## src/rtl/des_sbox_hash_core.sv

```systemverilog
// Byte-serial DES-S5 nibble hash with ROUNDS clocks per byte and a length-folded final round (HASH_IV_LOAD_EN adds iv_load/iv).
// Accept->next accept ROUNDS+1 clocks, last byte->digest_valid ROUNDS+2; msg_ready low while busy, digest held until taken.
module des_sbox_hash_core #(
  parameter int                   NIBBLES = 8,
  parameter int                   ROUNDS  = 4,
  parameter logic [4*NIBBLES-1:0] IV      = 32'h4B71DF03
) (
  input  logic                 clk,
  input  logic                 rst,
  input  logic                 msg_valid,
  output logic                 msg_ready,
  input  logic [7:0]           msg_byte,
  input  logic                 msg_last,
  output logic                 digest_valid,
  input  logic                 digest_ready,
  output logic [4*NIBBLES-1:0] digest
`ifdef HASH_IV_LOAD_EN
  ,
  input  logic                 iv_load,
  input  logic [4*NIBBLES-1:0] iv
`endif
);

  localparam int         DW    = 4 * NIBBLES;
  localparam int         LW    = 8 * NIBBLES;
  localparam logic [3:0] RLAST = 4'(ROUNDS - 1);

  // DES S5 rows, column 0 in the least significant nibble.
  localparam logic [63:0] S5_R0 = 64'h9E0DF3586BA714C2;
  localparam logic [63:0] S5_R1 = 64'h6893AF051D74C2BE;
  localparam logic [63:0] S5_R2 = 64'hE0365C9F87DAB124;
  localparam logic [63:0] S5_R3 = 64'h354A90F6D2E17C8B;

  typedef enum logic [2:0] {
    ST_IDLE,
    ST_ACCEPT,
    ST_ROUND,
    ST_FINAL,
    ST_OUT
  } state_t;

  function automatic logic [3:0] sbox5(input logic [5:0] x);
    logic [63:0] row;
    case ({x[5], x[0]})
      2'b00:   row = S5_R0;
      2'b01:   row = S5_R1;
      2'b10:   row = S5_R2;
      default: row = S5_R3;
    endcase
    return row[{x[4:1], 2'b00} +: 4];
  endfunction

  function automatic logic [5:0] m6(input logic [7:0] m);
    return {m[3] ^ m[2], m[1], m[0], m[7], m[6], m[5] ^ m[4]};
  endfunction

  function automatic logic [5:0] c6(input logic [7:0] c);
    return {c[7] ^ c[1], c[3], c[2], c[5] ^ c[0], c[4], c[6]};
  endfunction

  function automatic logic [3:0] rotl4(input logic [3:0] v, input logic [1:0] k);
    logic [7:0] w;
    w = {v, v} << k;
    return w[7:4];
  endfunction

  // One round: every nibble takes its right-hand neighbour, keyed by its own S nibble.
  function automatic logic [DW-1:0] hash_round(input logic [DW-1:0] h, input logic [DW-1:0] s);
    logic [DW-1:0] r;
    r = '0;
    for (int i = 0; i < NIBBLES; i++) begin
      r[DW-1-4*i -: 4] = rotl4(h[DW-1-4*((i+1)%NIBBLES) -: 4] ^ s[DW-1-4*i -: 4], 2'((i/2)%4));
    end
    return r;
  endfunction

  state_t        state_q, state_d;
  logic [DW-1:0] h_q, h_d;
  logic [DW-1:0] digest_q, digest_d;
  logic [LW-1:0] len_q, len_d;
  logic [3:0]    rcnt_q, rcnt_d;
  logic [3:0]    s_q, s_d;
  logic          last_q, last_d;
  logic          digest_valid_q, digest_valid_d;
  logic [DW-1:0] s_fin;

  always_comb begin
    s_fin = '0;
    for (int i = 0; i < NIBBLES; i++) begin
      s_fin[DW-1-4*i -: 4] = sbox5(c6(len_q[LW-1-8*i -: 8]));
    end
  end

  always_comb begin
    state_d        = state_q;
    h_d            = h_q;
    digest_d       = digest_q;
    len_d          = len_q;
    rcnt_d         = rcnt_q;
    s_d            = s_q;
    last_d         = last_q;
    digest_valid_d = 1'b0;
    msg_ready      = 1'b0;

    case (state_q)
      ST_IDLE, ST_ACCEPT: begin
        msg_ready = 1'b1;
`ifdef HASH_IV_LOAD_EN
        if (state_q == ST_IDLE && iv_load) begin
          h_d = iv;
        end
`endif
        if (msg_valid) begin
          s_d     = sbox5(m6(msg_byte));
          last_d  = msg_last;
          len_d   = len_q + 1'b1;
          rcnt_d  = 4'd0;
          state_d = ST_ROUND;
        end
      end
      ST_ROUND: begin
        h_d    = hash_round(h_q, {NIBBLES{s_q}});
        rcnt_d = rcnt_q + 4'd1;
        if (rcnt_q == RLAST) begin
          state_d = last_q ? ST_FINAL : ST_ACCEPT;
        end
      end
      ST_FINAL: begin
        digest_d = hash_round(h_q, s_fin);
        state_d  = ST_OUT;
      end
      ST_OUT: begin
        // Valid trails the OUT entry by one clock so the digest register is offered settled.
        digest_valid_d = 1'b1;
        if (digest_valid_q && digest_ready) begin
          digest_valid_d = 1'b0;
          h_d            = IV;
          len_d          = '0;
          last_d         = 1'b0;
          state_d        = ST_IDLE;
        end
      end
      default: state_d = ST_IDLE;
    endcase
  end

  always_ff @(posedge clk or posedge rst) begin
    if (rst) begin
      state_q        <= ST_IDLE;
      h_q            <= IV;
      digest_q       <= '0;
      len_q          <= '0;
      rcnt_q         <= 4'd0;
      s_q            <= 4'd0;
      last_q         <= 1'b0;
      digest_valid_q <= 1'b0;
    end else begin
      state_q        <= state_d;
      h_q            <= h_d;
      digest_q       <= digest_d;
      len_q          <= len_d;
      rcnt_q         <= rcnt_d;
      s_q            <= s_d;
      last_q         <= last_d;
      digest_valid_q <= digest_valid_d;
    end
  end

  assign digest_valid = digest_valid_q;
  assign digest       = digest_q;

endmodule

```

## config.mk

```make
export PLATFORM = sky130hd
export DESIGN_NAME = des_sbox_hash_core
export DESIGN_NICKNAME = d
export VERILOG_FILES = /design/src/rtl/des_sbox_hash_core.sv
export SDC_FILE = /design/constraint.sdc
export NUM_CORES = 1
export LEC_CHECK = 0
export ABC_CLOCK_PERIOD_IN_PS = 5100
export CAP_MARGIN = 20
export CORE_MARGIN = 8
export CORE_UTILIZATION = 63
export CTS_CLUSTER_SIZE = 16
export DETAILED_ROUTE_END_ITERATION = 8
export PLACE_DENSITY = 0.82
export SLEW_MARGIN = 20
export SYNTH_ARGS = -nofsm -noshare
export SYNTH_HDL_FRONTEND = slang
export SYNTH_SLANG_ARGS = --single-unit
```

## constraint.sdc

```tcl
create_clock -name clk -period 5.1 [get_ports clk]
set_input_delay 0.51 -clock clk [delete_from_list [all_inputs] [get_ports clk]]
set_output_delay 0.51 -clock clk [all_outputs]
set_load 0.05 [all_outputs]
```

==> tab_implementation.tex <==
\begin{tabular}{lr}
\hline
Metric & Value \\
\hline
\multicolumn{2}{l}{\textbf{Run status}} \\
\quad Run status & finished clean \\
\multicolumn{2}{l}{\textbf{Timing}} \\
\quad Slew margin rel. & 0.281 \\
\quad Maximum clock frequency & 313 MHz \\
\quad TNS Setup & 0 ps \\
\quad Final critical delay including setup and external delays & 3200 ps \\
\quad Fin Clk Skew & around 7.8 ps \\
\quad Unrepaired setup endpoints after global routing & false \\
\quad Part of the cycle the worst path needs & 0.627 \\
\quad Max Transition Viols Final & 0 \\
\quad Hold violation count in the final report & 0 \\
\quad Final setup fails & 0 \\
\quad WHS & 476 ps \\
\quad Worst Max-Slew Pin Slew & $\sim$1100 ps \\
\multicolumn{2}{l}{\textbf{Setup path}} \\
\quad Critical path fanouts, max & 10 \\
\quad Critical Path Source & len\_q[47]\$\_DFFE\_PP0P\_ \\
\quad Worst endpoint required time & 5430 ps \\
\quad Reg2Reg Launch Point & len\_q[47]\$\_DFFE\_PP0P\_ \\
\quad Classification of the worst setup path & flip-flop to flip-flop \\
\quad Crit start category & flip-flop \\
\quad Terminus of the critical flop-to-flop path & digest[22]\$\_DFFE\_PP0P\_ \\
\quad CP Capture Type & flip-flop \\
\quad End point of the critical path & digest[22]\$\_DFFE\_PP0P\_ \\
\quad Flop-to-flop setup slack & 1900 ps \\
\quad Data arrival time of the critical path & 3530 ps \\
\quad Worst Reg2Reg Path Length in Cells & 8 \\
\multicolumn{2}{l}{\textbf{Global route}} \\
\quad Initial antenna violation count & 0 \\
\quad Total Routing Usage GR & 0.256 \\
\quad Leftover overflow at the end of global routing & 0 \\
\quad Global-route wire length before repair & 55200 um \\
\quad Number of global-route vias before repair & 10500 \\
\quad Largest net degree at the start of global routing & 107 \\
\multicolumn{2}{l}{\textbf{Clocking}} \\
\quad Bufs on Longest Clock Path & 2 \\
\quad Skew-Pair Late Insertion Delay & about 430 ps \\
\quad Clock-pin slew reported for the worst setup and hold paths after clock tree synthesis & 60 ps \\
\quad Post-cts sizing count & 0 \\
\quad CTS Root Buffer Type & clkbuf\_16 \\
\quad \# Post-CTS Setup Buffers & 0 \\
\quad Level count of the clock H-tree & 4 \\
\quad Clock buffer count from CTS & 17 \\
\quad Hold buffers post-CTS & 0 \\
\quad TritonCTS clock tree & done \\
\quad Number of sinks driven by the clock tree & 141 \\
\multicolumn{2}{l}{\textbf{Cells and area}} \\
\quad Core occupancy in the finished layout & 0.697 \\
\quad Ant. Diodes & 0 \\
\quad Commonest non-fill, non-tap cells in the layout & nand2\_1 (128), dfrtp\_1 (124), nor2\_1 (123) \\
\quad Most common cell after layout, fill and taps aside & nand2\_1 \\
\quad Growth of design area from synthesis to finish & 8.12\% \\
\quad Layout net count & 1557 \\
\quad Fin area & 0.0142 sq mm \\
\quad Layout cell share with drive strength beyond 1 & 0.103 \\
\multicolumn{2}{l}{\textbf{Placement}} \\
\quad Final estimated routing congestion in global placement & around 0.96 \\
\quad Placed Area & about 0.013 sq mm \\
\quad Placed wire-length estimate after detailed placement & 23200 um \\
\quad Number of I/O port buffers & 46 \\
\multicolumn{2}{l}{\textbf{Yosys}} \\
\quad Flip-flop and latch count after synthesis & 141 \\
\quad Post-synthesis cell type count & slightly below 90 \\
\quad Average cell area after synthesis & 8.63 sq um \\
\quad Cell Area, Synth & 0.0131 sq mm \\
\quad Cell count after synthesis & 1517 \\
\quad Warnings, synthesis & 0 \\
\quad Net count of the mapped netlist & 1603 \\
\quad Most common flop cell mapped by yosys & dfrtp\_1 \\
\quad FFs w/ async S/R, synth & 1.00 \\
\quad Number of synthesized flops with an enable pin & 0 \\
\quad Post-synthesis sequential area ratio & 0.271 \\
\multicolumn{2}{l}{\textbf{Routing}} \\
\quad Starting DRC count in detailed routing & 1171 \\
\quad Vias post-DR & 11600 \\
\quad DRT Pass-1 Iters & 6 \\
\quad Final ANT Viol Nets & 0 \\
\quad Count of unresolved DRC violations after routing & 0 \\
\quad Routed wire length & 33500 um \\
\quad Routed len/inst & approximately 19 um \\
\quad Via count normalized by instance count & 6.60 \\
\multicolumn{2}{l}{\textbf{Power and ir drop}} \\
\quad Switch share & 0.431 \\
\quad Proportion of power drawn by flip-flops and latches & 0.329 \\
\quad Clock network fraction of total power & 0.216 \\
\quad PwrDens & around 450 mW/mm\^{}2 \\
\quad IR Drop Worst-Case VDD & 284 uV \\
\quad Comb power frac & 0.454 \\
\quad Leak & 5.65 nW \\
\quad Switching power total & $\sim$0.0027 W \\
\quad Internal power of the cells & 0.00363 W \\
\multicolumn{2}{l}{\textbf{Worst hold path}} \\
\quad Type of the worst min-delay path & flip-flop to flip-flop \\
\multicolumn{2}{l}{\textbf{Die}} \\
\quad Vertical extent of the die & 160 um \\
\quad Width of the die & 160 um \\
\quad Standard-cell rows & between 50 and 60 \\
\quad I/O pins & 47 \\
\quad Placeable core region & 0.0203 sq mm \\
\quad Starting density of the core & 0.645 \\
\quad Die area & 0.0256 sq mm \\
\multicolumn{2}{l}{\textbf{Flow run}} \\
\quad Total of max-cap violations & 0 \\
\hline
\end{tabular}
state kept, by name, summed over array words and instances (netlist names):
signal        cells
len_q            64
digest           32
h_q              32
rcnt_q            4
s_q               4
state_q           3
digest_valid      1
last_q            1
synthesized netlist by cell type, drive strengths merged, types with 6 or more instances:
cell,number,area [sq um]
xor2,46,440
a21oi,69,345
and3,18,114
o211ai,23,173
o21a,6,45.0
a2111oi,8,70.1
nor2,123,462
mux4,37,841
nand4,26,163
o31ai,17,128
ha,73,913
a31oi,15,93.8
clkbuf,80,302
nand2b,24,150
or3,20,125
dfrtp,124,3100
nand3,44,225
or2,6,37.5
mux2,17,191
mux2i,69,691
dfstp,17,447
o22ai,17,106
buf,42,213
o21ai,71,355
nand2,128,480
nor2b,12,75.1
a311oi,9,78.8
nor3,63,348
or4,10,75.1
inv,59,221
a211oi,28,210
a221oi,6,52.6
nor4,14,87.6
xnor2,84,773
and2,12,75.1
o311ai,7,61.3
power groups by stage:
stage                     clock network [W]  registers (W)  logic [W]
final                               0.00138        0.00210    0.00290
after global routing                0.00144        0.00215    0.00317
after CTS                           0.00140        0.00209    0.00290
after detailed placement                  0        0.00210    0.00287
after global placement                    0        0.00209    0.00280
after floorplan                           0        0.00215    0.00203
worst min path at each step:
stage          depth (start not counted)                   start                      to  slack [ps]
2_1_floorplan                          1   rcnt_q[3]$_DFFE_PP0P_   rcnt_q[3]$_DFFE_PP0P_         450
3_3_place_gp                           2  digest[28]$_DFFE_PP0P_  digest[28]$_DFFE_PP0P_         460
3_5_place_dp                           2  digest[28]$_DFFE_PP0P_  digest[28]$_DFFE_PP0P_         470
4_1_cts                                2  digest[20]$_DFFE_PP0P_  digest[20]$_DFFE_PP0P_         480
5_1_grt                                1  digest[25]$_DFFE_PP0P_  digest[25]$_DFFE_PP0P_         510
6_report                               2  digest[20]$_DFFE_PP0P_  digest[20]$_DFFE_PP0P_         480
layout make-up:
type / instances / area, sq um
clock buffers: 23 / 498
flip-flops and latches: 141 / 3550
multi-input cells: 1191 / 8810
clock inverters: 9 / 155
repair buffers: 57 / 556
fillers: 1603 / 6150
well taps: 270 / 338
inverters: 63 / 241
metal layers:
metal	global-route usage	share of wire	routed length, um
met1	0.361	0.44	14600
met4	0.0824	0.024	792
met3	0.0517	0.084	2820
met2	0.388	0.46	15300
met5	0	0	0
critical path, stage by stage (launching register included):
cell,delay (ps)
dfrtp_1,430
xor2_1,530
inv_1,340
ha_1,310
a21oi_1,180
o21ai_0,130
a2111oi_0,830
nor3_1,110
o31ai_1,240
stage by stage:
stage / total power (W) / setup slack [ps] / cells
after detailed placement: 0.00497 / 1850 / 1722
after global routing: 0.00676 / 1750 / 1754
after CTS: 0.00638 / 1970 / 1754
after global placement: 0.00488 / 1970 / 1721
after floorplan: 0.00418 / 837 / 1517
final: 0.00638 / 1900 / 1754
logic make-up (layout without fill, tap and decap cells):
logic type / after synthesis / after routing / synth area share
AND/OR/NAND/NOR: 523 / 523 / 0.199
XOR/XNOR: 131 / 131 / 0.0944
flip-flops: 141 / 141 / 0.271
adder cells (fa/ha/maj): 73 / 73 / 0.0698
AO/OA/AOI/OAI: 341 / 341 / 0.176
multiplexers: 123 / 123 / 0.132
buffers and inverters: 185 / 152 / 0.0574
No activity file was read; power rests on OpenSTA's default activity.
==> RTL change: new RTL, same flow settings <==
Build with the macro `HASH_IV_LOAD_EN` defined.
--- a/src/rtl/des_sbox_hash_core.sv
+++ b/src/rtl/des_sbox_hash_core.sv
@@ -2,2 +2,4 @@
 // Accept->next accept ROUNDS+1 clocks, last byte->digest_valid ROUNDS+2; msg_ready low while busy, digest held until taken.
+`define HASH_IV_LOAD_EN
+
 module des_sbox_hash_core #(
Interface: changed (added iv and iv_load); port bits go from 47 to 80. No check against the original RTL was run, so the function may have changed too.
==> RTL change against the original RTL <==
Sequential power shrank 3%. Worst setup slack got worse by 47 ps. Final area grew 0.65%. Total power hardly changed. Largest power group unchanged. Routed wire length grew 4.0%. Via count rose by 5.4%. Sequential cell count did not move. Area after synthesis decreased by 2.1%.
==> RTL change: results (changes against the original RTL) <==
| Metric | Reported | Unit | Delta |
| --- | --- | --- | --- |
| P_clk | 1.33 | mW | was 1.38 mW |
| Synth cell count leaders | nand2_1 (195), nor2_1 (163), o21ai_0 (141) | - | was nand2_1 (128), dfrtp_1 (124), nor2_1 (123) |
| Sw Share | 0.451 | - | was 0.431 |
| HPWL after detailed placement | 23.7 | mm | was 23.2 mm |
| Synth-to-Final Area Change | 11.1 | % | was 8.12% |
| Worst path max stage delay | 650 | ps | was 830 ps |
| Vias in the first global route | 11.4k | - | was 10.5k |
| Sequential share of power | 0.318 | - | was 0.329 |
| Met2 Resource Use GR | 0.453 | - | was 0.388 |
| Complex-gate fraction of the synthesized area | 0.227 | - | was 0.176 |
| Path depth of the worst reg2reg path | 10 | - | was 8 |
| Endpoint of the lowest-slack register-to-register path | digest[17] | - | was digest[22] |
| Sequential element share of the synthesized area | 0.277 | - | was 0.271 |
| Share of final-layout standard cells stronger than drive strength 1 | 0.0663 | - | was 0.103 |
| Net Count, Synth | 1728 | - | was 1603 |
| Detailed-routed wire length on met2 | 16.6 | mm | was 15.3 mm |
| Adder-cell share of the synthesized area | 0.0713 | - | was 0.0698 |
| Share of synthesized area spent on multiplexers | 0.0405 | - | was 0.132 |
| Outcome | finished, final reports clean | - | unchanged |
| GR met1 Demand/Resource | 0.363 | - | was 0.361 |
| Detailed-router iteration count before antenna repair | 8 | - | was 6 |
| Worst-case hold slack | 418 | ps | was 476 ps |
| Met3 wire length | 2.65 | mm | was 2.82 mm |
| Detailed router's first-iteration violation count | 1170 | - | was 1171 |
| GRT Resource Usage Total | 0.279 | - | was 0.256 |
| Number of inserted filler cells in the final layout | 1595 | - | was 1603 |
| Placed Area | 13600 | µm² | was 13500 µm² |
| Kind of path behind the tightest hold check | primary input to asynchronous set/reset pin | - | was flop to flop |
| Slowest cell on crit path | xor2_1 | - | was a2111oi_0 |
| Arr. time, crit path | 3540 | ps | was 3530 ps |
| Synthesized-area fraction occupied by xor and xnor cells | 0.107 | - | was 0.0944 |
| Start point of the critical path | len_q[39] | - | was len_q[47] |
| Worst IR drop on VDD | 361 | µV | was 284 µV |
| RePlAce Congestion | 0.970 | - | was 0.961 |
| Worst setup skew after layout | 14.0 | ps | was 7.77 ps |
| M3 GR Usage | 0.0483 | - | was 0.0517 |
| Measured slew at the worst slew-check pin | 1070 | ps | was 1080 ps |
| Capturing instance or port of the critical path | digest[17] | - | was digest[22] |
| Leakage dissipation | 5.90 | nW | was 5.65 nW |
| Part of the power in the clock network | 0.209 | - | was 0.216 |
| Pin count of the biggest net entering global routing | 108 | - | was 107 |
| First-pass GRT wire length | 57.0 | mm | was 55.2 mm |
| Port-buffer cells | 79 | - | was 46 |
| Post-Synthesis Cells | 1609 | - | was 1517 |
| Detailed-route via count | 12.2k | - | was 11.6k |
[RTL change: cell count changes in the layout (fill, tap and decap cells not counted), moves of 10 or more]
cell             unedited run  this run
clkdlybuf4s50_1            46        79
xor2_1                     40        92
o21ai_0                    66       141
mux2i_1                    69        11
nand2_1                   128       195
mux4_2                     35        16
a22oi_1                     3        17
nor2_1                    123       163
a211oi_1                   28        38
nand3b_1                    2        12
xnor2_1                    78        51
nor3_1                     58        36
mux2_2                     17         2
o211ai_1                   23        36
[RTL change: logic make-up after synthesis]
| group | after synthesis |
|---|---|
| compound gates | 445 |
| xor+xnor | 151 |
| fa+ha+maj | 73 |
| buf+inv | 178 |
| flops | 141 |
| mux | 30 |
| simple gates | 591 |
[RTL change: layout make-up]
| cell class | instances | area share |
|---|---|---|
| repair buffers | 96 | 0.0664 |
| clock buffers | 21 | 0.0316 |
| flip-flops and latches | 141 | 0.249 |
| clock inverters | 11 | 0.0118 |
| well taps | 270 | 0.0237 |
| inverters | 55 | 0.0148 |
| multi-input cells | 1290 | 0.602 |
